## src/rtl/snake_clk_pkg.sv

```systemverilog
// rtl/snake_clk_pkg.sv - shared state encoding and fault codes for the clock rate monitor
package snake_clk_pkg;

  typedef enum logic [1:0] {
    ST_IDLE    = 2'd0,
    ST_ACQUIRE = 2'd1,
    ST_LOCKED  = 2'd2,
    ST_FAULT   = 2'd3
  } state_e;

  localparam logic [1:0] FC_NONE  = 2'b00;
  localparam logic [1:0] FC_SHORT = 2'b01;
  localparam logic [1:0] FC_LONG  = 2'b10;
  localparam logic [1:0] FC_STUCK = 2'b11;

  localparam logic [7:0] CNT_MAX = 8'hFF;

  function automatic logic [7:0] sat_inc8(input logic [7:0] v);
    return (v == CNT_MAX) ? v : v + 8'd1;
  endfunction

  // capture is cnt+1 and can reach 256 once cnt has saturated; clamp it for the 8-bit report
  function automatic logic [7:0] sat_capture(input logic [8:0] v);
    return v[8] ? CNT_MAX : v[7:0];
  endfunction

endpackage

```

## src/rtl/edge_sync.sv

```systemverilog
// rtl/edge_sync.sv - two-flop synchronizer for the monitored clock with rise/fall/edge decode
module edge_sync (
  input  logic clock100,
  input  logic reset_n,
  input  logic data_i,
  output logic rise_o,
  output logic fall_o,
  output logic edge_o
);

  logic s1_q;
  logic s2_q;

  always_ff @(posedge clock100 or negedge reset_n) begin
    if (!reset_n) begin
      s1_q <= 1'b0;
      s2_q <= 1'b0;
    end else begin
      s1_q <= data_i;
      s2_q <= s1_q;
    end
  end

  // Ticks come straight off the flops so they are glitch-free and one cycle wide.
  assign rise_o = s1_q & ~s2_q;
  assign fall_o = ~s1_q & s2_q;
  assign edge_o = s1_q ^ s2_q;

endmodule

```

## src/rtl/clock_rate_monitor.sv

```systemverilog
// rtl/clock_rate_monitor.sv - measures half-periods of a divided clock and locks or faults on them
module clock_rate_monitor
  import snake_clk_pkg::*;
#(
  parameter int EXPECT_HALF = 2,
  parameter int LOCK_COUNT  = 4,
  parameter int TIMEOUT     = 16
) (
  input  logic       clock100,
  input  logic       reset_n,
  input  logic       clk_in,
  input  logic       clear,
  output logic       rise_tick,
  output logic       fall_tick,
  output logic       locked,
  output logic       fault,
  output logic [1:0] fault_code,
  output logic [7:0] half_period
);

  localparam int              GOOD_W       = (LOCK_COUNT < 2) ? 1 : $clog2(LOCK_COUNT + 1);
  localparam logic [7:0]      TIMEOUT_LAST = 8'(TIMEOUT - 1);
  localparam logic [8:0]      EXPECT_CAP   = 9'(EXPECT_HALF);
  localparam logic [GOOD_W-1:0] LOCK_TARGET = GOOD_W'(LOCK_COUNT);

  logic              edge_det;
  logic [7:0]        cnt_q, cnt_d;
  logic [7:0]        hp_q, hp_d;
  logic [8:0]        capture;
  logic              timeout;
  state_e            state_q, state_d;
  logic [GOOD_W-1:0] good_q, good_d;
  logic [GOOD_W-1:0] good_inc;
  logic [1:0]        fc_q, fc_d;

  edge_sync u_edge_sync (
    .clock100 (clock100),
    .reset_n  (reset_n),
    .data_i   (clk_in),
    .rise_o   (rise_tick),
    .fall_o   (fall_tick),
    .edge_o   (edge_det)
  );

  assign capture  = {1'b0, cnt_q} + 9'd1;
  assign timeout  = !edge_det && (cnt_q == TIMEOUT_LAST);
  assign good_inc = good_q + GOOD_W'(1);

  always_comb begin
    cnt_d = sat_inc8(cnt_q);
    hp_d  = hp_q;
    if (edge_det) begin
      cnt_d = 8'd0;
      hp_d  = sat_capture(capture);
    end
  end

  always_comb begin
    state_d = state_q;
    good_d  = good_q;
    fc_d    = fc_q;
    if (clear) begin
      state_d = ST_IDLE;
      good_d  = '0;
      fc_d    = FC_NONE;
    end else begin
      unique case (state_q)
        ST_IDLE: begin
          // The first edge only starts a measurement; its capture spans an unknown interval.
          if (edge_det) begin
            state_d = ST_ACQUIRE;
            good_d  = '0;
          end
        end
        ST_ACQUIRE: begin
          if (edge_det) begin
            if (capture == EXPECT_CAP) begin
              good_d = good_inc;
              if (good_inc == LOCK_TARGET) state_d = ST_LOCKED;
            end else begin
              good_d = '0;
            end
          end else if (timeout) begin
            state_d = ST_IDLE;
          end
        end
        ST_LOCKED: begin
          if (edge_det) begin
            if (capture < EXPECT_CAP) begin
              state_d = ST_FAULT;
              fc_d    = FC_SHORT;
            end else if (capture > EXPECT_CAP) begin
              state_d = ST_FAULT;
              fc_d    = FC_LONG;
            end
          end else if (timeout) begin
            state_d = ST_FAULT;
            fc_d    = FC_STUCK;
          end
        end
        ST_FAULT: begin
          state_d = ST_FAULT;
        end
      endcase
    end
  end

  always_ff @(posedge clock100 or negedge reset_n) begin
    if (!reset_n) begin
      cnt_q   <= 8'd0;
      hp_q    <= 8'd0;
      state_q <= ST_IDLE;
      good_q  <= '0;
      fc_q    <= FC_NONE;
    end else begin
      cnt_q   <= cnt_d;
      hp_q    <= hp_d;
      state_q <= state_d;
      good_q  <= good_d;
      fc_q    <= fc_d;
    end
  end

  assign locked      = (state_q == ST_LOCKED);
  assign fault       = (state_q == ST_FAULT);
  assign fault_code  = fc_q;
  assign half_period = hp_q;

endmodule

```

## config.mk

```make
export PLATFORM = sky130hd
export DESIGN_NAME = clock_rate_monitor
export DESIGN_NICKNAME = d
export VERILOG_FILES = /design/src/rtl/snake_clk_pkg.sv /design/src/rtl/edge_sync.sv /design/src/rtl/clock_rate_monitor.sv
export SDC_FILE = /design/constraint.sdc
export NUM_CORES = 1
export LEC_CHECK = 0
export CAP_MARGIN = 20
export CORE_UTILIZATION = 40
export DETAILED_ROUTE_END_ITERATION = 8
export MAX_ROUTING_LAYER = met4
export PLACE_DENSITY = 0.65
export SKIP_LAST_GASP = 1
export SLEW_MARGIN = 20
export SYNTH_ARGS = -nofsm -noshare
export SYNTH_HDL_FRONTEND = slang
export SYNTH_SLANG_ARGS = --single-unit
```

## constraint.sdc

```tcl
create_clock -name clock100 -period 5.45 [get_ports clock100]
set_input_delay 1.09 -clock clock100 [delete_from_list [all_inputs] [get_ports clock100]]
set_output_delay 1.09 -clock clock100 [all_outputs]
set_load 0.005 [all_outputs]
```

## Yosys cells after proc, flatten, opt, wreduce, memory -nomap -nowiden

Cells that the tools add are included.

- Input bits: 4
- Flip-flop bits (word level): 25
- Word-level logic and storage cells: 66

- Muxes and demuxes: 24
- Add/subtract/negate cells: 3
- Bitwise operators: 5
- $lt $le $gt $ge: 2
- Reductions and logical operators: 9
- Equality and inequality tests: 16

Operator list:

| cell | number |
|---|---|
| $mux 2 | 15 |
| $mux 8 | 3 |
| $mux 3 | 4 |
| $ne 4x4->1 const B | 3 |
| $add 8x1->9 const B | 1 |
| $eq 9x2->1 const B | 1 |
| $gt 9x2->1 const B | 1 |
| $lt 9x2->1 const B | 1 |
| $add 8x1->8 const B | 1 |
| $eq 8x4->1 const B | 1 |
| $eq 8x8->1 const B | 1 |
| $ne 4x2->1 const B | 2 |
| $pmux 2 s4 | 1 |
| $ne 3x3->1 const B | 2 |
| $pmux 3 s2 | 1 |
| $reduce_and 3->1 | 2 |
| $reduce_and 6->1 | 1 |
| $reduce_bool 3->1 | 2 |
| $ne 5x3->1 const B | 1 |
| $eq 2x2->1 const B | 2 |
| $add 3x1->3 const B | 1 |
| $eq 3x3->1 const B | 1 |
| $and 1x1->1 | 2 |
| $eq 2x1->1 const B | 1 |
| 7 further kinds | 8 |

## Longest topological paths before layout

Gate-level depths: netlist of the first run.

- Depth in word-level cells: 7
- Mapped depth: 8
- Gate-level depth less buffers: 7

## Modules after synthesis

A second synthesis of the first run with hierarchy kept.

- Cells, all modules: 145
- Area total of the unflattened synthesis: 1358.8 µm²

By module, submodules not included:

| module | times used | area each (µm²) | cells an instance | seq. area each (µm²) |
|---|---|---|---|---|
| clock_rate_monitor | 1 | 1272.5 | 138 | 575.6 |
| edge_sync | 1 | 86.3 | 7 | 50.0 |

## Least setup slack after synthesis of the first run

No wires, ideal clock.

- Path kind: input-to-reg
- Start: input clear
- End: register good_q[2]
- Slack: 3.656 ns
- Data arrival time: 1.728 ns
- Data required time: 5.383 ns
- Stages: 4
- Path buffers: 0
- Setup time: 0.067 ns
- Path through: nor3b_1 -> and4bb_2 -> o2111ai_1 -> nand2_1

- Word-level cells in the longest chain between the ends: 2

RTL lines:

| element | line | source |
|---|---|---|
| start: declaration | clock_rate_monitor.sv:12 | `input logic clear,` |
| $ne 3x3->1 (no line) or $reduce_bool 3->1 (tied branches) | -- |  |
| $reduce_and 3->1 (no line) | -- |  |
| end signal: assignment | clock_rate_monitor.sv:119 | `good_q <= good_d;` |
| end: declaration | clock_rate_monitor.sv:32 | `logic [GOOD_W-1:0] good_q, good_d;` |

Several ways; a longest one is shown, not always the timed one.
A chain may end at the register's enable or synchronous reset.

## Final worst setup path of the first run

- Start: register state_q[0]
- End: output locked

- Word-level cells in the longest chain between the ends: 1

RTL lines:

| element | line | source |
|---|---|---|
| start: declaration | clock_rate_monitor.sv:31 | `state_e state_q, state_d;` |
| start signal: assignment | clock_rate_monitor.sv:118 | `state_q <= state_d;` |
| $eq 2x2->1 | clock_rate_monitor.sv:124 | `assign locked = (state_q == ST_LOCKED);` |
| end: declaration | clock_rate_monitor.sv:15 | `output logic locked,` |

Every way passes these cells.

==> results of run 1 <==
-- logic make-up (layout without fill, tap and decap cells) --
logic type               Yosys count  count (layout)
AO/OA/AOI/OAI                     31              31
XOR/XNOR                           5               5
adder cells (fa/ha/maj)            6               6
buffers and inverters             12              27
flip-flops                        25              25
multiplexers                       4               4
AND/OR/NAND/NOR                   59              59
-- power by group through the flow --
stage / logic, W / registers [W] / clock network (W)
3_5_place_dp: 0.0000807 / 0.000216 / 0
4_1_cts: 0.0000812 / 0.000212 / 0.0000876
2_1_floorplan: 0.0000450 / 0.000214 / 0
3_3_place_gp: 0.0000791 / 0.000215 / 0
6_report: 0.0000795 / 0.000212 / 0.0000841
5_1_grt: 0.0000897 / 0.000215 / 0.0000928
-- cells in the mapped netlist (all sizes together) --
| cell type | n | area share [%] |
|---|---|---|
| nor2b | 2 | 0.87 |
| and3 | 5 | 2.7 |
| o2111ai | 1 | 0.61 |
| a221oi | 1 | 1.0 |
| nor2 | 15 | 4.4 |
| nand3 | 4 | 1.7 |
| buf | 4 | 1.8 |
| o31ai | 2 | 1.4 |
| inv | 5 | 1.3 |
| o311ai | 1 | 1.8 |
| ha | 6 | 5.2 |
| mux2i | 1 | 0.70 |
| o21ai | 9 | 3.4 |
| a21oi | 7 | 2.4 |
| a211oi | 3 | 2.3 |
| a31oi | 5 | 2.2 |
| nor4 | 1 | 0.44 |
| or4 | 1 | 0.52 |
| dfrtp | 25 | 44 |
| o22a | 1 | 0.61 |
| nor3b | 1 | 0.52 |
| or2b | 1 | 0.52 |
| nand4 | 4 | 3.2 |
| nand2 | 14 | 3.7 |
| clkinv | 1 | 0.26 |
| nor3 | 2 | 0.70 |
| clkbuf | 2 | 0.78 |
| nand2b | 2 | 0.87 |
| xnor2 | 5 | 3.6 |
| mux2 | 3 | 2.3 |
| and4bb | 1 | 0.87 |
| o22ai | 1 | 0.44 |
| nand3b | 1 | 0.52 |
| and2 | 4 | 2.1 |
| and4 | 1 | 0.61 |
-- metal layers --
metal  wire length (um)  up-vias
li1                   -      535
met1               1307      514
met2               1273       19
met3                 77        4
met4                 31        0
met5                  0        -
-- per-stage QoR --
| stage | utilization (%) | instances | hold slack (ps) |
|---|---|---|---|
| 2_1_floorplan | - | 142 | 377.5 |
| 3_5_place_dp | 48.03 | 199 | 400.6 |
| 3_3_place_gp | 48.03 | 199 | 390.4 |
| 6_report | 48.69 | 203 | 427.5 |
| 4_1_cts | 48.84 | 203 | 431.8 |
| 5_1_grt | 48.69 | 203 | 452.3 |
-- worst reg2reg max path, stage by stage, from the launching register on --
cell and delay (ps):
sky130_fd_sc_hd__dfrtp_1 420, sky130_fd_sc_hd__ha_1 490, sky130_fd_sc_hd__clkinv_1 510, sky130_fd_sc_hd__a21oi_1 410, sky130_fd_sc_hd__nand2_1 120, sky130_fd_sc_hd__o31ai_2 70
-- layout make-up --
cell class / count / area (um2)
fillers: 313 / 1739
multi-input cells: 105 / 752.0
flip-flops and latches: 25 / 625.6
repair buffers: 17 / 165.2
well taps: 46 / 57.56
clock buffers: 3 / 22.52
inverters: 6 / 22.52
clock inverters: 1 / 5.005
-- worst max-delay path by stage --
stage,start,endpoint,slack (ps),cells past startpoint
global route,state_q[0],locked,2750,3
floorplan,clear,good_q[2],3660,4
global placement,reset_n,half_period[0],3010,1
finish,state_q[0],locked,2840,3
detailed placement,reset_n,half_period[2],2950,1
CTS,state_q[0],locked,2830,3
-- state kept, by name, indices dropped and copies added (netlist names) --
signal,cells
u_edge_sync.s2_q,1
u_edge_sync.s1_q,1
fault_code,2
cnt_q,8
half_period,8
good_q,3
state_q,2
==> flow_summary.yaml, run 1 <==
timing:
  worstMarginPinSlew_ps: 551.8
  finalHoldViolCount: 0
  skew_ps: 9.109
  rsz0062_at_grt: "false"
  fmax_mhz: 383.0
  totalNegativeSetupSlack_ps: 0
  report.final.slew_viol_count: 0
  period_minus_slack_ps: 2611
  slew-limit-headroom_pct: 63.21
  setup_viol: 0
  final_period_utilization_pct: 47.90
  layout_setup_ws_ps: 2839
drt:
  via_per_inst: 5.281
  postRouteWirelength_um: 2690
  first_pass_iters: 4
  postRouteAntennaNets: 0
  routed_wire_length_per_instance_um: 13.25
  remaining_drc_errors: 0
  dr.first_iter.drc_count: 49
  vias_after_detailed_routing: 1072
power_and_ir_drop:
  maximum_vdd_drop_mv: 0.1526
  internal_power_w: 0.0002662
  clockPowerShare_pct: 22.4
  p_seq_share_pct: 56.4
  power.share.combinational_pct: 21.2
  power_density_mw_per_mm2: 227.5
  swShare_pct: 29.12
  switching_component_of_the_power_w: 0.0001094
  power.leakage_nw: 0.7116
  power.total_w: 0.0003755
global_route:
  number_of_global_route_vias_before_repair: 1024
  gr-usage-met2_pct: 25.23
  grt_antenna_before_repair: 0
  grt_peak_use_layer: "met2"
  global_route_wire_length_before_repair_um: 4464
  use_met1_pct: 20.86
  grt_max_degree: 26
  globalRouteOverflowTotal: 0
  grt_usage_pct: 16.51
  grt_use_met3_pct: 3.313
critical_path:
  crit_path_slowest_cell: "sky130_fd_sc_hd__clkdlybuf4s50_1"
  r2r_end: "good_q[0]"
  crit_family: "buffers and inverters"
  slowest_delay_ps: 480
  worst_setup_path_end_kind: "output pin"
  timing.reg2reg.worst_path_depth: 5
  timing.setup.critical_path_class: "flip-flop to output pin"
  critPathBufInv: 2
  worstPathRequired_ps: 4360
  rr_startpoint: "u_edge_sync.s1_q"
  worstPathCellList: "nand2b_1 -> inv_1 -> clkdlybuf4s50_1"
  worst_ep_arrival_time_ps: 1520
  r2r_slack_ps: 3370
  worst_setup_start_kind: "flip-flop"
  cp_max_fo: 5
finish:
  finish.net_count: 168
  layout.cells.most_common: "sky130_fd_sc_hd__dfrtp_1"
  antenna_cells_inserted: 0
  area_delta_synth_final_pct: 14.80
  layout.cell_area.non_filler_mm2: 0.001650
  layout-drive-gt1-share_pct: 15.92
  mostFrequentLayoutCells: "sky130_fd_sc_hd__dfrtp_1 (25), sky130_fd_sc_hd__clkdlybuf4s50_1 (16), sky130_fd_sc_hd__nand2_1 (14), sky130_fd_sc_hd__nor2_1 (14)"
floorplan:
  initial_core_util_pct: 42.41
  row_count: 21
  die_width_um: 61.95
  die_height_um: 61.95
  design.core.area_mm2: 0.003390
  floorplan.io_pins: 18
  design.die.area_mm2: 0.003838
synth:
  synth_top_family_by_area: "simple AND/OR/NAND/NOR gates"
  syn-instance-count: 142
  synth_adder_area_share_pct: 5.222
  synth_cell_area_mm2: 0.001438
  synth_compound_area_share_pct: 16.19
  synthSimpleGateAreaFrac_pct: 24.28
  post_synth_xor_area_fraction_pct: 3.568
  ys_seq_area_share_pct: 43.52
  avgSynthCellArea_um2: 10.12
  synth_warnings: 0
  synth.mux.area_fraction_pct: 3.046
  synth_nets: 152
  postSynthRegisterBits: 25
  synth.lib_cells_used.distinct: 49
placement:
  port_buffers: 17
  place_worst_setup_slack_ps: 2953
  place.gp.congestion: 0.8209
  place_hpwl_um: 1981
  postPlaceCellArea_mm2: 0.001628
clock_network:
  clockRootBuffer: "sky130_fd_sc_hd__clkbuf_4"
  clock_path_buffers: 2
  cts.clk_slew.worst_paths_ps: 140
  clock_sink_count: 25
  numCtsBuffers: 3
  post_cts_buffers: 0
  clock_insertion_delay_worst_skew_ps: 320
  cts_hold_buffers: 0
  cts_tree: "done"
  clock_tree.htree_level_count: 1
  cts.repair.resized: 0
hold_path:
  hold_path_end: "u_edge_sync.s2_q"
  worstHoldStart: "u_edge_sync.s1_q"
  hold_depth: 0
  class_of_the_worst_hold_path: "flip-flop to flip-flop"
flow_run:
  drv_cap: 0
run_status:
  status: "complete, no violations"
Note: power is estimated with default switching activity, not from simulation.
==> run 2: changes to the inputs <==
==> constraint.sdc (replaced) <==
create_clock -name clock100 -period 2.6 [get_ports clock100]
set_input_delay 0.52 -clock clock100 [delete_from_list [all_inputs] [get_ports clock100]]
set_output_delay 0.52 -clock clock100 [all_outputs]
set_load 0.005 [all_outputs]
==> run 2 against run 1 <==
Net effect: register-to-register slack worse by 2700 ps; utilization is 0.55 points higher; global-route usage is 0.83 points higher; critical path depth stayed put; sequential power is 110% higher; clock skew is 3.1 ps lower; critical path type unchanged; largest power group unchanged; highest routed layer unchanged.
==> flow_summary.yaml, run 2 (synthesis results as in run 1) <==
placement:
  place.gp.congestion: 0.8846
  port_buffers: 17
  place_worst_setup_slack_ps: 714.3
  place_hpwl_um: 2000
  dp_cells: 201
global_route:
  number_of_global_route_vias_before_repair: 1044
  grt_max_degree: 26
  global_route_wire_length_before_repair_um: 4747
  globalRouteOverflowTotal: 0
  grt_antenna_before_repair: 0
  grt_usage_pct: 17.33
timing:
  skew_ps: 6.037
  finalHoldViolCount: 0
  final_period_utilization_pct: 79.25
  rsz0062_at_grt: "false"
  report.final.slew_viol_count: 0
  worstMarginPinSlew_ps: 372.3
  totalNegativeSetupSlack_ps: 0
  period_minus_slack_ps: 2060
  setup_viol: 0
  timing.hold.ws_ps: 424.6
  fmax_mhz: 485.3
  layout_setup_ws_ps: 539.6
  slew-limit-headroom_pct: 75.18
critical_path:
  worst_ep_arrival_time_ps: 1540
  crit_family: "buffers and inverters"
  cp_max_fo: 5
  worstPathRequired_ps: 2080
  slowest_delay_ps: 490
  critPathBufInv: 2
  worstPathCellList: "nand2b_1 -> inv_1 -> clkdlybuf4s50_1"
  timing.setup.critical_path_class: "flip-flop to output pin"
  worst_setup_path_end_kind: "output pin"
  worst_setup_start_kind: "flip-flop"
  crit_path_slowest_cell: "sky130_fd_sc_hd__clkdlybuf4s50_1"
clock_network:
  clock_sink_count: 25
  cts_hold_buffers: 0
  clock_path_buffers: 2
  clock_insertion_delay_worst_skew_ps: 320
  cts.repair.resized: 0
  clock_tree.htree_level_count: 1
  clockRootBuffer: "sky130_fd_sc_hd__clkbuf_4"
  numCtsBuffers: 3
  cts_tree: "done"
  cts.clk_slew.worst_paths_ps: 140
  post_cts_buffers: 0
power_and_ir_drop:
  power_density_mw_per_mm2: 474.1
  power.leakage_nw: 0.7184
  maximum_vdd_drop_mv: 0.2214
drt:
  first_pass_iters: 6
  routed_wire_length_per_instance_um: 13.64
  postRouteWirelength_um: 2796
  via_per_inst: 5.263
  remaining_drc_errors: 0
  vias_after_detailed_routing: 1079
  postRouteAntennaNets: 0
  dr.first_iter.drc_count: 27
finish:
  mostFrequentLayoutCells: "sky130_fd_sc_hd__dfrtp_1 (25), sky130_fd_sc_hd__clkdlybuf4s50_1 (17), sky130_fd_sc_hd__nand2_1 (14), sky130_fd_sc_hd__nor2_1 (14)"
  finish.cell_count_without_fillers: 205
  finish.net_count: 170
  num-fill-cells: 321
  area_delta_synth_final_pct: 16.10
  layout-drive-gt1-share_pct: 15.72
  layout.cells.most_common: "sky130_fd_sc_hd__dfrtp_1"
  antenna_cells_inserted: 0
floorplan:
  die_width_um: 61.95
  row_count: 21
  design.die.area_mm2: 0.003838
  floorplan.io_pins: 18
  initial_core_util_pct: 42.41
  die_height_um: 61.95
  design.core.area_mm2: 0.003390
run_status:
  status: "complete, no violations"
hold_path:
  class_of_the_worst_hold_path: "flip-flop to flip-flop"
flow_run:
  drv_cap: 0
==> run 2: path summary, 6_finish.rpt <==
| check | slack [ps] | cells after the start | endpoint | startpoint |
|---|---|---|---|---|
| min in group asynchronous | 550 | 2 | u_edge_sync.s2_q | reset_n |
| hold reg to reg | 420 | 0 | u_edge_sync.s2_q | u_edge_sync.s1_q |
| setup reg to reg | 690 | 5 | good_q[0] | cnt_q[0] |
| max in group asynchronous | 1800 | 2 | half_period[7] | reset_n |
| hold / removal | 420 | 0 | u_edge_sync.s2_q | u_edge_sync.s1_q |
| setup / recovery | 540 | 3 | locked | state_q[0] |
==> run 2: layout make-up <==
class / instances / area, um2 / area share, %
inverters: 6 / 22.52 / 1.349
clock buffers: 4 / 26.28 / 1.574
repair buffers: 19 / 185.2 / 11.09
multi-input cells: 105 / 752.0 / 45.05
flip-flops and latches: 25 / 625.6 / 37.48
well taps: 46 / 57.56 / 3.448
==> run 2: report_power, final <==
group / total [W] / switching [W] / internal, W
Clock: 0.000177 / 0.000117 / 0.0000600
Sequential: 0.000443 / 0.0000259 / 0.000417
Combinational: 0.000171 / 0.0000847 / 0.0000868
Total: 0.000791 / 0.000227 / 0.000564
==> run 2: worst register-to-register path: stages (launching register included) <==
cell and delay (ps):
sky130_fd_sc_hd__dfrtp_1 490, sky130_fd_sc_hd__ha_1 300, sky130_fd_sc_hd__or4_1 550, sky130_fd_sc_hd__o21ai_2 130, sky130_fd_sc_hd__nand4_2 170, sky130_fd_sc_hd__o31ai_2 200
==> run 2: routing by layer <==
layer,up-vias,part of all wire (%),GRT usage [%]
li1,540,-,-
met1,512,51,23.14
met2,23,45,26.75
met3,4,3.2,2.070
met4,0,1.2,6.984
met5,-,0,-
==> run 2: per-stage QoR <==
step / utilization (%) / area (um2) / total power, W
final: 49.24 / 1669 / 0.0007913
after global placement: 48.47 / 1643 / 0.0006195
after detailed placement: 48.47 / 1643 / 0.0006232
after CTS: 49.24 / 1669 / 0.0007998
after floorplan: - / 1438 / 0.0005427
after global routing: 49.24 / 1669 / 0.0008358
